--- config.mk ---
export PLATFORM = sky130hd
export DESIGN_NAME = reg_master
export DESIGN_NICKNAME = d
export VERILOG_FILES = /design/src/rtl/reg_master.sv
export SDC_FILE = /design/constraint.sdc
export NUM_CORES = 1
export LEC_CHECK = 0
export BUFFER_PORTS_ARGS = -buffer_cell sky130_fd_sc_hd__buf_4
export CAP_MARGIN = 20
export CORE_MARGIN = 4
export CORE_UTILIZATION = 25
export DETAILED_ROUTE_END_ITERATION = 6
export PLACE_DENSITY = 0.48
export SYNTH_ARGS = -nofsm -noshare
export SYNTH_HDL_FRONTEND = slang
export SYNTH_SLANG_ARGS = --single-unit
--- constraint.sdc ---
create_clock -name clk -period 2.4 [get_ports clk]
set_input_delay 0.36 -clock clk [delete_from_list [all_inputs] [get_ports clk]]
set_output_delay 0.36 -clock clk [all_outputs]
set_load 0.02 [all_outputs]
--- src/rtl/reg_master.sv ---
// ----------------------------------------------------------------------------
// reg_master
//   Bus master for a two-register target. Commands arrive on a valid/ready
//   interface, are buffered in a small FIFO and issued in order, at most one
//   bus operation per cycle, through a registered output stage. Read data
//   returned by the target is captured and presented with its address on a
//   valid/ready response interface. At most one read is ever outstanding, so a
//   response can never be overwritten before it is consumed.
//
// Ports
//   clk, rst                      clock, synchronous active-high reset
//   cmd_valid/cmd_ready           command handshake (cmd_ready = FIFO not full)
//   cmd_write/cmd_addr/cmd_wdata  command: 1 = write, 0 = read
//   reg_op/reg_addr/reg_wdata     target bus (00 NOP, 01 RD, 10 WR)
//   reg_rdata                     target read data, valid the cycle after RD
//   rsp_valid/rsp_ready           read response handshake
//   rsp_addr/rsp_data             address and data of the returned read
// ----------------------------------------------------------------------------
module reg_master #(
    parameter int DWIDTH = 8,
    parameter int AWIDTH = 8,
    parameter int DEPTH  = 4
) (
    input  logic              clk,
    input  logic              rst,
    input  logic              cmd_valid,
    output logic              cmd_ready,
    input  logic              cmd_write,
    input  logic [AWIDTH-1:0] cmd_addr,
    input  logic [DWIDTH-1:0] cmd_wdata,
    output logic [1:0]        reg_op,
    output logic [AWIDTH-1:0] reg_addr,
    output logic [DWIDTH-1:0] reg_wdata,
    input  logic [DWIDTH-1:0] reg_rdata,
    output logic              rsp_valid,
    input  logic              rsp_ready,
    output logic [AWIDTH-1:0] rsp_addr,
    output logic [DWIDTH-1:0] rsp_data
);

    localparam int PW = $clog2(DEPTH);
    localparam int CW = $clog2(DEPTH + 1);
    localparam int EW = 1 + AWIDTH + DWIDTH;

    localparam logic [1:0] OP_NOP = 2'b00;
    localparam logic [1:0] OP_RD  = 2'b01;
    localparam logic [1:0] OP_WR  = 2'b10;

    // ------------------------------------------------------------------
    // Command FIFO: entry = {write, addr, wdata}
    // ------------------------------------------------------------------
    logic [EW-1:0]     fifo_mem [DEPTH];
    logic [PW-1:0]     wr_ptr_reg;
    logic [PW-1:0]     rd_ptr_reg;
    logic [CW-1:0]     count_reg;
    logic [CW-1:0]     count_next;

    logic              full;
    logic              empty;
    logic              push;
    logic              pop;

    logic [EW-1:0]     head_entry;
    logic              head_write;
    logic [AWIDTH-1:0] head_addr;
    logic [DWIDTH-1:0] head_wdata;

    // ------------------------------------------------------------------
    // Issue stage and read tracking
    // ------------------------------------------------------------------
    logic [1:0]        reg_op_reg;
    logic [AWIDTH-1:0] reg_addr_reg;
    logic [DWIDTH-1:0] reg_wdata_reg;
    logic [AWIDTH-1:0] rd_addr_reg;
    // p1_reg: high while the RD is on the bus (cycle N).
    // p2_reg: high in cycle N+1, when reg_rdata holds the read result.
    logic              p1_reg;
    logic              p2_reg;
    logic              read_ok;
    logic              issue;

    logic              rsp_valid_reg;
    logic [AWIDTH-1:0] rsp_addr_reg;
    logic [DWIDTH-1:0] rsp_data_reg;

    assign full      = (count_reg == CW'(DEPTH));
    assign empty     = (count_reg == '0);
    assign cmd_ready = !full;
    assign push      = cmd_valid && !full;
    assign pop       = issue;

    assign head_entry = fifo_mem[rd_ptr_reg];
    assign head_write = head_entry[EW-1];
    assign head_addr  = head_entry[EW-2 -: AWIDTH];
    assign head_wdata = head_entry[DWIDTH-1:0];

    // A read may only go out when nothing is in flight and the response
    // register is free (or is being emptied this very cycle).
    assign read_ok = !p1_reg && !p2_reg && (!rsp_valid_reg || rsp_ready);
    // Writes never wait; a blocked read at the head stalls everything behind it.
    assign issue   = !empty && (head_write || read_ok);

    always_comb begin
        count_next = count_reg;
        case ({push, pop})
            2'b10:   count_next = count_reg + CW'(1);
            2'b01:   count_next = count_reg - CW'(1);
            default: count_next = count_reg;
        endcase
    end

    // Storage carries no reset; only the pointers and count define contents.
    always_ff @(posedge clk) begin
        if (push) begin
            fifo_mem[wr_ptr_reg] <= {cmd_write, cmd_addr, cmd_wdata};
        end
    end

    always_ff @(posedge clk) begin
        if (rst) begin
            wr_ptr_reg <= '0;
            rd_ptr_reg <= '0;
            count_reg  <= '0;
        end else begin
            if (push) begin
                wr_ptr_reg <= wr_ptr_reg + PW'(1);
            end
            if (pop) begin
                rd_ptr_reg <= rd_ptr_reg + PW'(1);
            end
            count_reg <= count_next;
        end
    end

    // Registered bus stage; address and write data hold across NOP cycles.
    always_ff @(posedge clk) begin
        if (rst) begin
            reg_op_reg    <= OP_NOP;
            reg_addr_reg  <= '0;
            reg_wdata_reg <= '0;
            rd_addr_reg   <= '0;
            p1_reg        <= 1'b0;
            p2_reg        <= 1'b0;
        end else begin
            if (issue) begin
                reg_op_reg    <= head_write ? OP_WR : OP_RD;
                reg_addr_reg  <= head_addr;
                reg_wdata_reg <= head_wdata;
            end else begin
                reg_op_reg    <= OP_NOP;
            end
            // The read address is kept separately because a write issued
            // right behind the read changes reg_addr before capture.
            if (issue && !head_write) begin
                rd_addr_reg <= head_addr;
            end
            p1_reg <= issue && !head_write;
            p2_reg <= p1_reg;
        end
    end

    // Response register: capture wins over a consumer accept on the same edge.
    always_ff @(posedge clk) begin
        if (rst) begin
            rsp_valid_reg <= 1'b0;
            rsp_addr_reg  <= '0;
            rsp_data_reg  <= '0;
        end else if (p2_reg) begin
            rsp_valid_reg <= 1'b1;
            rsp_addr_reg  <= rd_addr_reg;
            rsp_data_reg  <= reg_rdata;
        end else if (rsp_valid_reg && rsp_ready) begin
            rsp_valid_reg <= 1'b0;
        end
    end

    assign reg_op    = reg_op_reg;
    assign reg_addr  = reg_addr_reg;
    assign reg_wdata = reg_wdata_reg;
    assign rsp_valid = rsp_valid_reg;
    assign rsp_addr  = rsp_addr_reg;
    assign rsp_data  = rsp_data_reg;

endmodule

-- After elaboration in Yosys (flattened, before gate mapping)
Memory sizes are Yosys's and may differ from the RTL's. A register that Yosys moved wholly into a read port is not among the register bits.
Cells that the tools add are included.
- memories kept: 1
- output and inout bits: 36
- register bits: 52
- bits in writable memories: 68
- reduce and logical (&&, ||, !) cells: 18
- equal/unequal tests: 3
- mux-type cells: 8
- bitwise gates (word level): 1
- add/subtract/negate cells: 4
- memory list (name ; depth ; bits a word ; read ports ; clocked after Yosys merged registers in ; write ports ; RTL line ; source):
    fifo_mem ; 4 ; 17 ; 1 ; 1 ; 1 ; 52 ; logic [EW-1:0] fifo_mem [DEPTH];
- operators with widths (operator ; count):
    logical AND 1 bit ; 6
    logical NOT 1 bit ; 6
    two-way mux 2 bit ; 3
    one-hot mux 3 bit (2 select lines) ; 1
    adder 2 x 1 -> 2 bit (second input constant) ; 2
    two-way mux 1 bit ; 4
    nonzero test 2 bit ; 2
    adder 3 x 1 -> 3 bit (second input constant) ; 1
    equality test 3 bit (second input constant) ; 1
    logical NOT 3 bit ; 1
    subtractor 3 x 1 -> 3 bit (second input constant) ; 1
    equality test 2 x 1 -> 1 bit (second input constant) ; 1
    equality test 2 bit (second input constant) ; 1
    logical OR 1 bit ; 2
    OR reduction 2 bit ; 1
    inverter 1 bit ; 1

-- Longest topological paths before layout
Gate-level depths: netlist of run 1.
- depth after elaboration: 7
- depth in mapped cells: 11
- depth with buffers taken out: 9

-- Worst setup path before layout of run 1
OpenSTA, ideal clock, no wires.
- path kind: register to register
- from: register with a tool-made name
- to: register count_reg[2]
- arrival: 2.381 ns
- setup slack: -0.051 ns
- path buffers: 2
- library setup time: 0.070 ns
- stages on the path, launching flop included: 12
- path through: dfxtp_1 > buf_6 > mux4_2 > a31oi_1 > clkbuf_1 > nor2_1 > ha_1 > inv_1 > fa_1 > xor2_1 > or3_1 > a21oi_1
- RTL lines (element ; RTL line ; source):
    end signal, assigned ; 131 ; count_reg <= count_next;
    end, declared ; 55 ; logic [CW-1:0] count_reg;

-- Final worst setup path of run 1
- from: register count_reg[0]
- to: register count_reg[2]
- word-level cells in the longest chain between the ends: 5
- elaborated cells between the ends (all ways): 12
- classes of those cells: add/sub: 2; eq/ne: 3; mux: 1; reduce/logical: 6
- ends and longest elaborated chain (element ; RTL line ; source):
    equality test 3 bit or logical NOT 3 bit (tied branches) ; 86, 87 ;
    logical NOT 1 bit, on equally long branches ; 89, 101 ;
    logical AND 1 bit, on equally long branches ; 89, 101 ;
    equality test 2 x 1 -> 1 bit or equality test 2 bit (tied branches) ; 105 ; case ({push, pop})
    one-hot mux 3 bit (2 select lines) or nonzero test 2 bit (tied branches) ; - ;
Several ways; a longest one is shown, not always the timed one.
A chain may end at the register's enable or synchronous reset.

==> results.json, run 1 <==
{
  "io_pins": 65,
  "async_flop_share": 0,
  "dieWidth_um": 144.0,
  "drive_above_1_share": 0.3217,
  "finClkSkew_ns": 0.008940,
  "row_count": 49,
  "yosys.cell_types.count": 35,
  "ys_top_cells_by_count": "edfxtp_1 (68), dfxtp_1 (54), a21oi_1 (31), nand3_1 (25), nor2_1 (22)",
  "core_mm2": 0.01809,
  "cts_root_buffer": "clkbuf_16",
  "cts_hold_buf": 0,
  "hold_depth": 1,
  "place.gp.congestion": 0.6637,
  "nFillCells": 1790,
  "top_register": "fifo_mem",
  "switchingPower_mw": 2.249,
  "num_vias": 2825,
  "seq_area_frac_synth": 0.6753,
  "die_y_um": 144.0,
  "powerDensity_mw_per_mm2": 1248,
  "htreeDepth": 4,
  "synth.area.top_cells": "edfxtp_1 (44%), dfxtp_1 (23%), mux4_2 (5.8%), mux2i_1 (3.5%), a21oi_1 (3.4%)",
  "p_sw_frac": 0.3031,
  "utilization": 0.3289,
  "initial_core_util": 0.2557,
  "p_clk_frac": 0.346,
  "clock_sinks": 122,
  "required_ns": 2.73,
  "nNetsFinal": 424,
  "synth-edff-count": 68,
  "vias_per_cell": 4.484,
  "slew_headroom": 0.2982,
  "run_status": "completed",
  "whs_ns": 0.1538,
  "worstPathMaxFanout": 5,
  "grt_overflow_total": 0,
  "num_antenna_cells": 0,
  "clkLatencyLatePin_ns": 0.41,
  "crit_path_end_kind": "register",
  "period_minus_slack_ns": 2.311,
  "port_buffers": 64,
  "timing.fmax_mhz": 432.7,
  "drt-pass1-iter-count": 4,
  "synth_area_per_cell_um2": 14.36,
  "post-route-period-util": 0.9630,
  "intPower_mw": 5.173,
  "dp_hpwl_mm": 6.479,
  "startpoint_type": "register",
  "finalSetupViolCount": 0,
  "ys.flop_type": "edfxtp_1",
  "cts_buffer_depth": 2,
  "synth_area_leader_cell": "edfxtp_1",
  "antenna_found_initial": 1,
  "synth_most_common_cell": "edfxtp_1",
  "drcViolationCount": 0,
  "final_area_mm2": 0.005948,
  "cts_tree": "built",
  "grt_pass1_vias": 2875,
  "power_frac_seq": 0.376,
  "crit_arrival_ns": 2.64,
  "slew_viol_final": 0,
  "syn_inst": 322,
  "routedWlPerCell_um": 16.39,
  "postCtsSetupRepairBufs": 0,
  "drv_cap": 0,
  "drtIter0Drc": 145,
  "hold_viol": 0,
  "dpl-instance-area_mm2": 0.005343,
  "holdCritPathClass": "input port to register",
  "p_comb_frac": 0.278,
  "synth-seq-cells": 122,
  "area_delta_synth_final_pct": 28.63,
  "grt_pass1_wl_mm": 15.92,
  "ant_nets": 0,
  "drt-total-wl_mm": 10.33,
  "fin_ws_ns": 0.08886,
  "largest_reg_flops": 68,
  "synth_top_area_frac": 0.4416,
  "syn_area_mm2": 0.004624,
  "tightestPinTransition_ns": 1.053,
  "peakVddDrop_mv": 0.5567,
  "die-area_mm2": 0.02074,
  "reg2reg_depth": 9,
  "cts_made_buffers": 17,
  "grt_max_degree": 54,
  "synth_nets": 357,
  "grt_use_total": 0.1045,
  "cts.clk_slew.worst_paths_ns": 0.05,
  "yosysWarnings": 0,
  "pre_cts_slack_ns": 0.03687,
  "crit_type": "register to register",
  "p_leak_nw": 2.113
}
-- power by group through the flow --
stage / clock network [mW] / registers, mW / logic [mW]
after floorplan: 0 / 2.96 / 1.26
after global placement: 0 / 2.82 / 2.05
after detailed placement: 0 / 2.84 / 2.09
after CTS: 2.63 / 2.80 / 2.10
after global routing: 2.73 / 2.84 / 2.28
final: 2.57 / 2.79 / 2.06
-- what timing repair did --
action                                 CTS  global route
endpoints found under the hold margin    0             0
setup endpoints to repair                0             1
gates resized for setup                  0             7
-- through the flow --
stage	cells	power (mW)	TNS, ns
6_report	630	7.423	0
5_1_grt	630	7.857	-0.0007441
4_1_cts	630	7.529	0
3_5_place_dp	599	4.935	0
3_3_place_gp	599	4.875	0
2_1_floorplan	322	4.226	0
-- path summary, 6_finish.rpt --
kind | from | to | slack (ns)
setup / recovery | count_reg[0] | count_reg[2] | 0.09
hold reg to reg | rd_addr_reg[7] | rd_addr_reg[7] | 0.47
setup reg to reg | count_reg[0] | count_reg[2] | 0.09
hold / removal | cmd_wdata[5] | fifo_mem[3][5] | 0.15
-- logic make-up (layout without fill, tap and decap cells) --
logic type / count (synthesis) / count (layout) / share of synthesized area
buffers and inverters: 32 / 111 / 0.03030
xor gates and xnor gates: 3 / 3 / 0.005683
and+or+nand+nor: 66 / 66 / 0.07630
DFF: 122 / 122 / 0.6753
AOI/OAI and AO/OA: 60 / 60 / 0.07306
adders and majority gates: 6 / 6 / 0.01786
muxes: 33 / 33 / 0.1215
-- layout by cell type, fill, tap and decap left out, types with 2 or more instances in the layout --
cell type | netlist | routed
nand3_1 | 25 | 25
clkbuf_1 | 14 | 4
nor2_1 | 22 | 22
xor2_1 | 2 | 2
o21ai_2 | 8 | 8
dfxtp_1 | 54 | 51
clkbuf_16 | 0 | 17
or3_1 | 2 | 2
nor3_2 | 2 | 3
mux4_1 | 5 | 5
inv_1 | 9 | 9
clkinv_2 | 0 | 3
a21oi_1 | 31 | 30
and3_1 | 4 | 4
mux4_2 | 12 | 12
bufinv_16 | 0 | 4
ha_1 | 5 | 4
mux2i_1 | 16 | 16
edfxtp_1 | 68 | 68
buf_4 | 0 | 71
clkinv_1 | 0 | 2
dfxtp_2 | 0 | 3
o21ai_0 | 18 | 18
nand2_1 | 2 | 2
-- critical path: stages (launching register included) --
cell	delay (ns)
dfxtp_2	0.34
or3b_4	0.40
and2_4	0.18
inv_1	0.07
ha_2	0.19
inv_1	0.05
fa_1	0.37
xor2_1	0.16
or3_1	0.33
a21oi_2	0.14
-- layout make-up --
cell class,count,area (um2),share of cell area
timing repair buffer,71,533.0,0.08961
sequential,122,3127,0.5257
clock inverter,10,150.1,0.02524
tap,229,286.5,0.04817
multi-input combinational,168,1378,0.2316
clock buffer,21,440.4,0.07404
inverter,9,33.78,0.005679
-- metal layers --
metal	part of all wire	GRT usage	wire length [um]
met2	0.49	0.1732	5105
met4	0.0095	0.03717	98
met3	0.056	0.04134	578
met1	0.44	0.1234	4527
met5	0.0015	0	15
(Power assumes the default switching activity.)
==> run 2, diff against run 1 <==
- PLACE_DENSITY: 0.48 -> 0.46
- clock period: 2.4 -> 2.6 ns (I/O delays scaled with it)
==> results.json, run 2 (synthesis results as in run 1) <==
{
  "drive_above_1_share": 0.3168,
  "num_antenna_cells": 0,
  "drcViolationCount": 0,
  "grt_pass1_wl_mm": 16.33,
  "holdCritPathClass": "input port to register",
  "vias_per_cell": 4.471,
  "peakVddDrop_mv": 0.4343,
  "core_mm2": 0.01809,
  "antenna_found_initial": 0,
  "grt_pass1_vias": 3019,
  "drtIter0Drc": 184,
  "hold_viol": 0,
  "mostFrequentLayoutCells": "buf_4 (73), edfxtp_1 (68), dfxtp_1 (54)",
  "cts_made_buffers": 17,
  "dieWidth_um": 144.0,
  "final_common_cell": "buf_4",
  "grt_max_degree": 54,
  "required_ns": 2.94,
  "post-route-period-util": 0.9458,
  "seq_area_mm2": 0.003123,
  "row_count": 49,
  "pre_cts_slack_ns": 0.1874,
  "cts.clk_slew.worst_paths_ns": 0.06,
  "fin_ws_ns": 0.1409,
  "crit_arrival_ns": 2.80,
  "largest_reg_flops": 68,
  "drv_cap": 0,
  "cts_tree": "built",
  "worstPathMaxFanout": 6,
  "nNetsFinal": 426,
  "multi_input_comb_area_mm2": 0.001366,
  "ant_nets": 0,
  "finClkSkew_ns": 0.01358,
  "clkLatencyLatePin_ns": 0.41,
  "clock_sinks": 122,
  "grt_overflow_total": 0,
  "drt-pass1-iter-count": 4,
  "cts_hold_buf": 0,
  "drt-total-wl_mm": 10.28,
  "startpoint_type": "register",
  "die-area_mm2": 0.02074,
  "die_y_um": 144.0,
  "timing.fmax_mhz": 406.7,
  "dp_hpwl_mm": 6.705,
  "slew_viol_final": 0,
  "top_register": "fifo_mem",
  "port_buffers": 64,
  "finalSetupViolCount": 0,
  "p_leak_nw": 2.136,
  "powerDensity_mw_per_mm2": 1139,
  "initial_core_util": 0.2557,
  "grt_use_total": 0.1063,
  "run_status": "completed",
  "cts_buffer_depth": 2,
  "cts_root_buffer": "clkbuf_16",
  "postCtsSetupRepairBufs": 0,
  "tightestPinTransition_ns": 0.8049,
  "crit_type": "register to register",
  "rsz0062_at_grt": "no",
  "num_vias": 2830,
  "finalSetupTns_ns": 0,
  "htreeDepth": 4,
  "io_pins": 65,
  "area_delta_synth_final_pct": 28.79,
  "place.gp.congestion": 0.7079,
  "period_minus_slack_ns": 2.459,
  "slew_headroom": 0.4634,
  "nFillCells": 1769,
  "routedWlPerCell_um": 16.24,
  "cts_resized": 0,
  "crit_path_end_kind": "register"
}
-- run 2: area by class of cell --
| cell class | instances | area share |
|---|---|---|
| Sequential cell | 122 | 0.5244 |
| Multi-Input combinational cell | 168 | 0.2294 |
| Timing Repair Buffer | 73 | 0.09202 |
| Clock buffer | 26 | 0.09097 |
| Tap cell | 229 | 0.04811 |
| Clock inverter | 6 | 0.009454 |
| Inverter | 9 | 0.005672 |
-- run 2: critical path: stages, from the launching register on --
cell,delay [ns]
dfxtp_1,0.39
or3b_1,0.44
and2_1,0.22
inv_1,0.09
ha_1,0.18
inv_1,0.06
fa_1,0.38
xor2_1,0.16
or3_1,0.33
a21oi_1,0.14
-- run 2: per-stage QoR --
stage	total power [mW]	utilization	cells	hold slack, ns	instance area (um2)
floorplan	3.899	-	322	0.4431	4624
global placement	4.508	0.2962	601	0.4554	5358
detailed placement	4.552	0.2962	601	0.4614	5358
CTS	6.901	0.3293	633	0.1626	5956
global route	7.187	0.3293	633	0.1661	5956
finish	6.786	0.3293	633	0.1760	5956
-- run 2: per-layer routing --
layer / routed length (um) / part of all wire / track usage / up-vias
met3: 649 / 0.063 / 0.04233 / 14
met5: 0 / 0 / 0 / -
li1: - / - / - / 1337
met2: 4893 / 0.48 / 0.1715 / 65
met1: 4587 / 0.45 / 0.1279 / 1414
met4: 146 / 0.014 / 0.04163 / 0
-- run 2: path summary, 6_finish.rpt --
path                                     start              to  slack [ns]  cells past startpoint
worst max-delay path              count_reg[2]    count_reg[2]        0.14                      9
worst min-delay path              cmd_wdata[5]  fifo_mem[3][5]        0.18                      1
worst max register to register    count_reg[2]    count_reg[2]        0.14                      9
worst min register to register  rd_addr_reg[4]  rd_addr_reg[4]        0.47                      2
-- run 2: power by group --
group / total [mW] / internal [mW] / leakage, nW / switching [mW]
registers: 2.58 / 2.40 / 1.06 / 0.174
clock network: 2.32 / 1.52 / 0.301 / 0.800
logic: 1.89 / 0.773 / 0.771 / 1.11
total: 6.79 / 4.70 / 2.14 / 2.09
==> run 3, diff against run 2 <==
- CORE_UTILIZATION: 25 -> 40
- PLACE_DENSITY: 0.46 -> 0.64
==> results.json, run 3 (synthesis results as in run 1) <==
{
  "dp_hpwl_mm": 5.697,
  "dpl.cell_count": 515,
  "fin_total_pwr_mw": 6.851,
  "crit_type": "register to register",
  "path_cells": "or3b_1 > and2_1 > inv_1 > ha_1 > inv_1 > fa_1 > xor2_1 > or3_1 > a21oi_1",
  "post-route-period-util": 0.9395,
  "htreeDepth": 4,
  "utilization": 0.5165,
  "top_register": "fifo_mem",
  "clkLatencyLatePin_ns": 0.41,
  "routedWlPerCell_um": 17.06,
  "p_sw_frac": 0.3025,
  "crit_arrival_ns": 2.78,
  "finalSetupViolCount": 0,
  "cts_root_buffer": "clkbuf_16",
  "num_vias": 2811,
  "num_antenna_cells": 0,
  "area_delta_synth_final_pct": 26.98,
  "fin_ws_ns": 0.1573,
  "io_pins": 65,
  "hold_viol": 0,
  "drt-pass1-iter-count": 4,
  "drtIter0Drc": 172,
  "core_mm2": 0.01137,
  "met3_usage": 0.06110,
  "finClkSkew_ns": 0.003795,
  "gr-usage-met2": 0.2284,
  "drv_cap": 0,
  "grt_pass1_wl_mm": 14.78,
  "startpoint_type": "register",
  "slew_headroom": 0.4074,
  "p_clk_frac": 0.354,
  "required_ns": 2.94,
  "peakVddDrop_mv": 0.7765,
  "worstPathMaxFanout": 6,
  "postCtsSetupRepairBufs": 0,
  "grt_overflow_total": 0,
  "rrSetupSlack_ns": 0.16,
  "final_cells": 547,
  "drive_above_1_share": 0.3218,
  "power_frac_seq": 0.375,
  "holdCritPathClass": "input port to register",
  "cts_resized": 0,
  "grt_pass1_vias": 2778,
  "max_stage_delay_ns": 0.44,
  "min_to": "fifo_mem[2][2]",
  "finalSetupTns_ns": 0,
  "pre_cts_slack_ns": 0.1776,
  "worst_path_max_delay_cell": "or3b_1",
  "hold_depth": 1,
  "dieWidth_um": 115.5,
  "timing.fmax_mhz": 409.4,
  "vias_per_cell": 5.139,
  "rsz0062_at_grt": "no",
  "largest_reg_flops": 68,
  "grt_use_total": 0.1510,
  "grt_max_degree": 54,
  "final_common_cell": "buf_4",
  "p_comb_frac": 0.271,
  "reg2reg_depth": 9,
  "cts_tree": "built",
  "port_buffers": 64,
  "intPower_mw": 4.779,
  "crit_path_end_kind": "register",
  "busiest_layer": "met2",
  "run_status": "completed",
  "nNetsFinal": 426,
  "die-area_mm2": 0.01334,
  "initial_core_util": 0.4067,
  "period_minus_slack_ns": 2.443,
  "hp-start": "cmd_wdata[2]",
  "mostFrequentLayoutCells": "buf_4 (73), edfxtp_1 (68), dfxtp_1 (54)",
  "clock_sinks": 122,
  "row_count": 39,
  "drt-total-wl_mm": 9.330,
  "cts_buffer_depth": 2,
  "drcViolationCount": 0,
  "cts_hold_buf": 0,
  "r2r-end": "count_reg[2]",
  "powerDensity_mw_per_mm2": 1167,
  "p_leak_nw": 2.135,
  "cts_made_buffers": 17,
  "switchingPower_mw": 2.072,
  "cpMostUsedCell": "inv_1",
  "antenna_found_initial": 0,
  "cts.clk_slew.worst_paths_ns": 0.05,
  "die_y_um": 115.5,
  "place.gp.congestion": 0.7044,
  "groute.layer.met1.usage": 0.1974,
  "slew_viol_final": 0,
  "tightestPinTransition_ns": 0.8889,
  "ant_nets": 0,
  "timing.rr.start": "count_reg[2]"
}
## run 3: cell types whose count changed in the layout (fill, tap and decap cells not counted), sizes merged
cell / previous run / this run
bufinv: 1 / 3
clkinv: 4 / 2
inv: 10 / 11
clkinvlp: 0 / 3
clkbuf: 26 / 22
## run 3: per-layer routing
| layer | part of all wire | up-vias | routed length, um |
|---|---|---|---|
| met3 | 0.052 | 10 | 487 |
| li1 | - | 1347 | - |
| met2 | 0.48 | 59 | 4447 |
| met5 | 0 | - | 0 |
| met1 | 0.46 | 1395 | 4313 |
| met4 | 0.0088 | 0 | 82 |
## run 3: per-stage QoR
stage                     hold slack, ns  instance area [um2]
final                             0.1779                 5872
after global placement            0.4515                 5250
after floorplan                   0.4431                 4624
after CTS                         0.1576                 5872
after global routing              0.1555                 5872
after detailed placement          0.4541                 5250
## run 3: how the worst max path moves through the flow
stage / from / to / slack (ns) / cells past startpoint
after floorplan: register / count_reg[2] / 0.15 / 11
after global placement: count_reg[2] / count_reg[2] / 0.27 / 9
after detailed placement: count_reg[2] / count_reg[2] / 0.18 / 9
after CTS: count_reg[2] / count_reg[2] / 0.15 / 9
after global routing: count_reg[2] / count_reg[2] / 0.0004 / 9
final: count_reg[2] / count_reg[2] / 0.16 / 9
## run 3: area by class of cell
| type | instances | area (um2) |
|---|---|---|
| Inverter | 9 | 33.78 |
| Multi-Input combinational cell | 168 | 1366 |
| Clock inverter | 10 | 137.6 |
| Clock buffer | 22 | 484.2 |
| Sequential cell | 122 | 3123 |
| Fill cell | 963 | 5498 |
| Tap cell | 143 | 178.9 |
| Timing Repair Buffer | 73 | 548.0 |
## run 3: critical path: cells and delay by family (launching register included)
| kind | cells | cell delay, ns |
|---|---|---|
| AO/OA/AOI/OAI | 1 | 0.14 |
| buffers and inverters | 2 | 0.14 |
| XOR/XNOR | 1 | 0.16 |
| adder cells (fa/ha/maj) | 2 | 0.55 |
| AND/OR/NAND/NOR | 3 | 0.97 |
| flip-flops | 1 | 0.40 |
## run 3: power groups by stage
| stage | clock [mW] | sequential [mW] | combinational (mW) |
|---|---|---|---|
| 3_5_place_dp | 0 | 2.61 | 1.88 |
| 3_3_place_gp | 0 | 2.60 | 1.85 |
| 6_report | 2.43 | 2.57 | 1.85 |
| 5_1_grt | 2.58 | 2.61 | 2.04 |
| 2_1_floorplan | 0 | 2.73 | 1.17 |
| 4_1_cts | 2.48 | 2.58 | 1.89 |
